--- src/rtl/tipi_link_responder_if.sv ---
// Host register port of the TIPI link responder.
// Data bytes are numbered TI-style: bit 0 is the MSB.
interface tipi_link_responder_if;
    logic [2:0] adr;
    logic       cs;
    logic       we;
    logic [0:7] d;
    logic [0:7] q;

    modport master (output adr, cs, we, d, input q);
    modport slave  (input adr, cs, we, d, output q);
endinterface

--- src/rtl/tipi_link_responder.sv ---
// Pi-side responder of the TIPI serial link.
// It sources the TC/TD bytes the initiator reads and captures the RC/RD bytes
// the initiator writes. A byte-wide host port exposes both pairs plus status.
// All link activity is keyed to rising edges of the synchronized tclk.
module tipi_link_responder (
    input  logic                        clk,
    input  logic                        reset,
    input  logic                        enable,
    tipi_link_responder_if.slave        host,
    input  logic                        tclk,
    input  logic                        rt,
    input  logic                        le,
    input  logic                        dc,
    input  logic                        dout,
    output logic                        din,
    output logic                        treset
);

    localparam logic [2:0] ADR_TC     = 3'd0;
    localparam logic [2:0] ADR_TD     = 3'd1;
    localparam logic [2:0] ADR_RC     = 3'd2;
    localparam logic [2:0] ADR_RD     = 3'd3;
    localparam logic [2:0] ADR_STATUS = 3'd4;

    // Synchronizer layout: {tclk, rt, le, dc, dout}
    logic [4:0] sync1_q, sync1_d, sync2_q, sync2_d;
    logic       tclk_prev_q, tclk_prev_d;
    logic       rt_prev_q, rt_prev_d;
    logic [3:0] count_q, count_d;
    logic [7:0] frame_q, frame_d;
    logic       tx_dc_q, tx_dc_d;
    logic [7:0] shift_q, shift_d;
    logic       din_q, din_d;
    logic [7:0] tc_q, tc_d, td_q, td_d, rc_q, rc_d, rd_q, rd_d;
    // flags: {rc_new, rd_new, tc_sent, td_sent}
    logic [3:0] flags_q, flags_d;
    logic       treset_q, treset_d;

    logic       s_tclk, s_rt, s_le, s_dc, s_dout;
    logic       rise;
    logic [3:0] cnt;
    logic [3:0] flag_set, flag_clr;
    logic       host_wr;
    logic [7:0] wdat;
    logic [7:0] rdat;

    assign s_tclk  = sync2_q[4];
    assign s_rt    = sync2_q[3];
    assign s_le    = sync2_q[2];
    assign s_dc    = sync2_q[1];
    assign s_dout  = sync2_q[0];
    assign rise    = s_tclk & ~tclk_prev_q;
    assign host_wr = host.cs & host.we;
    assign wdat    = host.d;

    // Two-stage synchronizer for all asynchronous link lines
    always_comb begin
        sync1_d     = {tclk, rt, le, dc, dout};
        sync2_d     = sync1_q;
        tclk_prev_d = s_tclk;
    end

    // Link engine: one step per synchronized tclk rise
    always_comb begin
        rt_prev_d = rt_prev_q;
        count_d   = count_q;
        frame_d   = frame_q;
        tx_dc_d   = tx_dc_q;
        shift_d   = shift_q;
        din_d     = din_q;
        rc_d      = rc_q;
        rd_d      = rd_q;
        flag_set  = 4'b0000;
        cnt       = count_q;
        if (!enable) begin
            count_d = 4'd0;
            din_d   = 1'b0;
        end else if (rise) begin
            rt_prev_d = s_rt;
            // A direction change drops any partial byte before this edge is used
            cnt = (s_rt != rt_prev_q) ? 4'd0 : count_q;
            if (s_rt) begin
                if (s_le) begin
                    frame_d = s_dc ? td_q : tc_q;
                    tx_dc_d = s_dc;
                    count_d = 4'd0;
                    din_d   = 1'b0;
                    // le rises on both ack and retry, so this only marks completion
                    if (cnt == 4'd9) begin
                        if (tx_dc_q) flag_set[0] = 1'b1;
                        else         flag_set[1] = 1'b1;
                    end
                end else if (cnt < 4'd8) begin
                    din_d   = frame_q[3'd7 - cnt[2:0]];
                    count_d = cnt + 4'd1;
                end else if (cnt == 4'd8) begin
                    din_d   = ^frame_q;
                    count_d = 4'd9;
                end else begin
                    count_d = cnt;
                end
            end else begin
                if (!s_le) begin
                    if (cnt < 4'd8) begin
                        shift_d = {shift_q[6:0], s_dout};
                        count_d = cnt + 4'd1;
                        if (cnt == 4'd7) din_d = ^{shift_q[6:0], s_dout};
                    end else begin
                        // Initiator is resending after a parity reject
                        shift_d = {7'b0000000, s_dout};
                        count_d = 4'd1;
                    end
                end else begin
                    if (cnt == 4'd8) begin
                        if (s_dc) begin
                            rd_d        = shift_q;
                            flag_set[2] = 1'b1;
                        end else begin
                            rc_d        = shift_q;
                            flag_set[3] = 1'b1;
                        end
                    end
                    count_d = 4'd0;
                end
            end
        end
    end

    // Host register writes; a flag set beats a simultaneous w1c
    always_comb begin
        tc_d     = tc_q;
        td_d     = td_q;
        treset_d = treset_q;
        flag_clr = 4'b0000;
        if (host_wr) begin
            case (host.adr)
                ADR_TC:     tc_d = wdat;
                ADR_TD:     td_d = wdat;
                ADR_STATUS: begin
                    flag_clr = wdat[7:4];
                    treset_d = wdat[3];
                end
                default: ;
            endcase
        end
        flags_d = (flags_q & ~flag_clr) | flag_set;
    end

    // Host read mux, combinational from address
    always_comb begin
        rdat = 8'h00;
        case (host.adr)
            ADR_TC:     rdat = tc_q;
            ADR_TD:     rdat = td_q;
            ADR_RC:     rdat = rc_q;
            ADR_RD:     rdat = rd_q;
            ADR_STATUS: rdat = {flags_q, treset_q, 3'b000};
            default:    rdat = 8'h00;
        endcase
    end

    assign host.q = rdat;
    assign din    = din_q;
    assign treset = treset_q;

    // State registers with asynchronous reset
    always_ff @(posedge clk or posedge reset) begin
        if (reset) begin
            sync1_q     <= 5'd0;
            sync2_q     <= 5'd0;
            tclk_prev_q <= 1'b0;
            rt_prev_q   <= 1'b0;
            count_q     <= 4'd0;
            frame_q     <= 8'h00;
            tx_dc_q     <= 1'b0;
            shift_q     <= 8'h00;
            din_q       <= 1'b0;
            tc_q        <= 8'h00;
            td_q        <= 8'h00;
            rc_q        <= 8'h00;
            rd_q        <= 8'h00;
            flags_q     <= 4'b0000;
            treset_q    <= 1'b0;
        end else begin
            sync1_q     <= sync1_d;
            sync2_q     <= sync2_d;
            tclk_prev_q <= tclk_prev_d;
            rt_prev_q   <= rt_prev_d;
            count_q     <= count_d;
            frame_q     <= frame_d;
            tx_dc_q     <= tx_dc_d;
            shift_q     <= shift_d;
            din_q       <= din_d;
            tc_q        <= tc_d;
            td_q        <= td_d;
            rc_q        <= rc_d;
            rd_q        <= rd_d;
            flags_q     <= flags_d;
            treset_q    <= treset_d;
        end
    end

endmodule

--- src/flat_wrapper.sv ---
// flat-port wrapper written by rule: the top's interface ports become plain ports
module tipi_link_responder_flat 
  (clk, reset, enable, tclk, rt, le, dc, dout, din, treset, host_adr, host_cs, host_we, host_d, host_q);
  tipi_link_responder_if host_i ();
  input  logic clk;
  input  logic reset;
  input  logic enable;
  input  logic tclk;
  input  logic rt;
  input  logic le;
  input  logic dc;
  input  logic dout;
  output logic din;
  output logic treset;
  input wire logic [$bits(host_i.adr)-1:0] host_adr;
  input wire logic [$bits(host_i.cs)-1:0] host_cs;
  input wire logic [$bits(host_i.we)-1:0] host_we;
  input wire logic [$bits(host_i.d)-1:0] host_d;
  output wire logic [$bits(host_i.q)-1:0] host_q;
  assign host_i.adr = host_adr;
  assign host_i.cs = host_cs;
  assign host_i.we = host_we;
  assign host_i.d = host_d;
  assign host_q = host_i.q;
  tipi_link_responder u_core (.clk(clk), .reset(reset), .enable(enable), .host(host_i), .tclk(tclk), .rt(rt), .le(le), .dc(dc), .dout(dout), .din(din), .treset(treset));
endmodule
--- config.mk ---
export PLATFORM = sky130hd
export DESIGN_NAME = tipi_link_responder_flat
export DESIGN_NICKNAME = d
export VERILOG_FILES = /design/src/rtl/tipi_link_responder_if.sv /design/src/rtl/tipi_link_responder.sv /design/src/flat_wrapper.sv
export SDC_FILE = /design/constraint.sdc
export NUM_CORES = 1
export LEC_CHECK = 0
export CAP_MARGIN = 20
export CELL_PAD_IN_SITES_DETAIL_PLACEMENT = 0
export CELL_PAD_IN_SITES_GLOBAL_PLACEMENT = 2
export CORE_MARGIN = 2
export CORE_UTILIZATION = 39
export CTS_BUF_LIST = sky130_fd_sc_hd__clkbuf_8 sky130_fd_sc_hd__clkbuf_16
export CTS_CLUSTER_SIZE = 40
export DETAILED_ROUTE_END_ITERATION = 16
export GPL_TIMING_DRIVEN = 0
export PLACE_DENSITY = 0.82
export SYNTH_ARGS = -nofsm -noshare
export SYNTH_HDL_FRONTEND = slang
export SYNTH_SLANG_ARGS = --single-unit
--- constraint.sdc ---
create_clock -name clk -period 3.1 [get_ports clk]
set_clock_uncertainty 0.1 [all_clocks]
set_input_delay 0.62 -clock clk [delete_from_list [all_inputs] [get_ports clk]]
set_output_delay 0.62 -clock clk [all_outputs]
set_load 0.01 [all_outputs]
==> flow_summary.yaml <==
yosys:
  yosysTopAreaCellShare: 0.5126
  syn_inst: 290
  synth_area_leaders: "dfrtp_1, mux2_2, mux2i_1"
  synth_top_flop_cell: "dfrtp_1"
  syn_avg_cell_area_sq_um: 11.95
  yosys.area.top_type: "dfrtp_1"
  async_flop_share: 1.000
  ys_types: 49
  syn-num-nets: 312
  ys_ff_latch: 71
  synth_area_sq_um: 3466
  ys_warn_count: 0
  ys_seq_area_frac: 0.5126
  synth-edff-count: 0
worst_setup_path:
  crit_chain: "clkdlybuf4s50_1 > buf_6 > mux4_2 > nor2b_1 > clkdlybuf4s50_1"
  cp_max_fo: 10
  cp_common_cell: "clkdlybuf4s50_1"
  r2r.worst_path.cells: 3
  crit_slowest_cell: "clkdlybuf4s50_1"
  start_kind: "input pin"
  rr_startpoint: "u_core.sync2_q[1]"
  worstSetupEndpointType: "primary output"
  endpoint: "host_q[2]"
  r2r-end: "u_core.rc_q[2]"
  cp.required_ns: 2.38
  slowest_delay_ns: 0.56
  rrSetupSlack_ns: 0.91
  arrival_ns: 2.29
  path_class: "in2out"
  startpoint: "host_adr[0]"
grt:
  antenna_found_initial: 0
  grt_pass1_vias: 2415
  grt_first_pass_wirelength_um: 12840
  overflow: 0
  grt_max_degree: 72
  grtUsageTotal: 0.1687
clocking:
  hold_buffers: 0
  cts_buffers: 9
  clk_pin_slew_ns: 0.07
  cts_tree: "done"
  cts_root_buf: "clkbuf_8"
  clk-insertion-delay-late_ns: 0.33
  clockBufferDepth: 2
  htreeDepth: 3
  cts_num_sinks: 71
sta:
  fin_ws_ns: 0.08651
  drv_slew: 0
  rsz0062_at_grt: "false"
  fin_crit_ns: 3.013
  final_hold_viol_count: 0
  tns_ns: 0
  setup_viol: 0
  max_freq_ghz: 0.3318
  period_share: 0.9721
  slew_headroom: 0.4111
  whs_ns: 0.2509
  worst_slew_pin_slew_ns: 0.8833
placed_design:
  dp_slack_ns: -0.5676
  portBuffers: 29
  gp_congestion: 0.7618
  hpwlAfterDp_um: 5383
power_and_ir_drop:
  power_density_nw_per_um2: 521.9
  ir_worst_vdd_v: 0.0002447
  leakage_uw: 0.001834
  fin_total_pwr_uw: 2149
outcome:
  outcome: "completed"
floorplanning:
  core_area_sq_um: 8678
  io-pin-count: 31
  die_height_um: 98.27
  die_x_um: 98.27
  start_util: 0.3994
  die_area_sq_um: 9657
  rows: 34
job:
  cap_viol_max_count: 0
cells_and_area:
  final_common_cell: "dfrtp_1"
  final_cell_mix: "dfrtp_1, nand2_1, mux2_2"
  num_antenna_cells: 0
  drive_above_1_share: 0.2434
  areaGrowthSynthToFinish_pct: 18.81
  nets: 358
route:
  ant_nets: 0
  drt-initial-drc-count: 108
  wl_per_cell_um: 17.06
  drc: 0
  first_pass_iters: 4
  vias: 2359
  wl_um: 7662
  viasPerCell: 5.254
hold_path:
  hp-class: "reg2reg"
worst max-delay path, delay by kind of cell:
kind          cells  cell delay (ns)
simple gates      1             0.16
buf+inv           3             1.22
mux               1             0.29
per-stage QoR:
stage               instances  area (sq um)  utilization
global route              449          4118       0.4745
CTS                       449          4109       0.4735
finish                    449          4118       0.4745
global placement          427          3891       0.4484
detailed placement        430          3914       0.4510
floorplan                 290          3466            -
cell families after synthesis:
family                     Yosys count  synth area share
adders and majority gates            1          0.003610
buffers and inverters               20           0.03105
muxes                               57            0.2040
and+or+nand+nor                     82            0.1292
xor gates and xnor gates            16           0.04260
DFF                                 71            0.5126
AOI/OAI and AO/OA                   43           0.07689
per-layer routing:
metal / vias to the layer above / share of wire / global-route usage / routed length, um
met5: - / 0 / 0 / 0
met4: 0 / 0.011 / 0.05058 / 81
met3: 8 / 0.025 / 0.02362 / 191
met2: 34 / 0.47 / 0.2666 / 3634
met1: 1201 / 0.49 / 0.2433 / 3754
li1: 1116 / - / - / -
sequential cells by signal, summed over array words and instances, names as in the netlist:
| signal | flops |
|---|---|
| u_core.rt_prev_q | 1 |
| u_core.din | 1 |
| u_core.rc_q | 8 |
| u_core.sync1_q | 5 |
| u_core.shift_q | 8 |
| u_core.rd_q | 8 |
| u_core.frame_q | 8 |
| u_core.td_q | 8 |
| u_core.tclk_prev_q | 1 |
| u_core.count_q | 4 |
| u_core.sync2_q | 5 |
| u_core.tc_q | 8 |
| u_core.tx_dc_q | 1 |
| u_core.flags_q | 4 |
| u_core.treset | 1 |
worst min-delay path by stage:
| stage | startpoint | endpoint | slack [ns] | depth (start not counted) |
|---|---|---|---|---|
| after floorplan | u_core.sync1_q[0] | u_core.sync2_q[0] | 0.23 | 0 |
| after global placement | u_core.sync1_q[4] | u_core.sync2_q[4] | 0.23 | 0 |
| after detailed placement | u_core.sync1_q[3] | u_core.sync2_q[3] | 0.24 | 0 |
| after CTS | u_core.sync1_q[3] | u_core.sync2_q[3] | 0.25 | 0 |
| after global routing | u_core.sync1_q[2] | u_core.sync2_q[2] | 0.27 | 0 |
| final | u_core.sync1_q[3] | u_core.sync2_q[3] | 0.25 | 0 |
power by group:
part           total [uW]  internal [uW]  switching [uW]
registers            1120           1030            89.8
clock network         612            278             334
logic                 421            235             186
total                2150           1540             610
synth_stat cells (all sizes together) (3+ instances only):
| cell type | count |
|---|---|
| xnor2 | 14 |
| nor3 | 3 |
| buf | 7 |
| dfrtp | 71 |
| o211ai | 3 |
| mux2i | 17 |
| mux2 | 35 |
| mux4 | 5 |
| nor2b | 4 |
| clkbuf | 10 |
| nand3 | 3 |
| nand2 | 44 |
| o21ai | 19 |
| nand2b | 3 |
| a21oi | 7 |
| o31ai | 3 |
| nor2 | 10 |
| inv | 3 |
| o22ai | 4 |
repair_timing:
| action | in CTS | in global routing |
|---|---|---|
| setup buffers | 3 | 0 |
| gates resized for setup | 11 | 4 |
| setup endpoints to repair | 8 | 4 |
area by class of cell:
cell class / count / area (sq um)
plain buffers: 17 / 118.9
clock buffers: 9 / 123.9
clock inverters: 7 / 33.78
fillers: 856 / 4561
inverters: 3 / 13.76
multi-input cells: 199 / 1584
flip-flops and latches: 71 / 1777
well taps: 108 / 135.1
repair buffers: 35 / 331.6
Note: power is estimated with default switching activity, not from simulation.
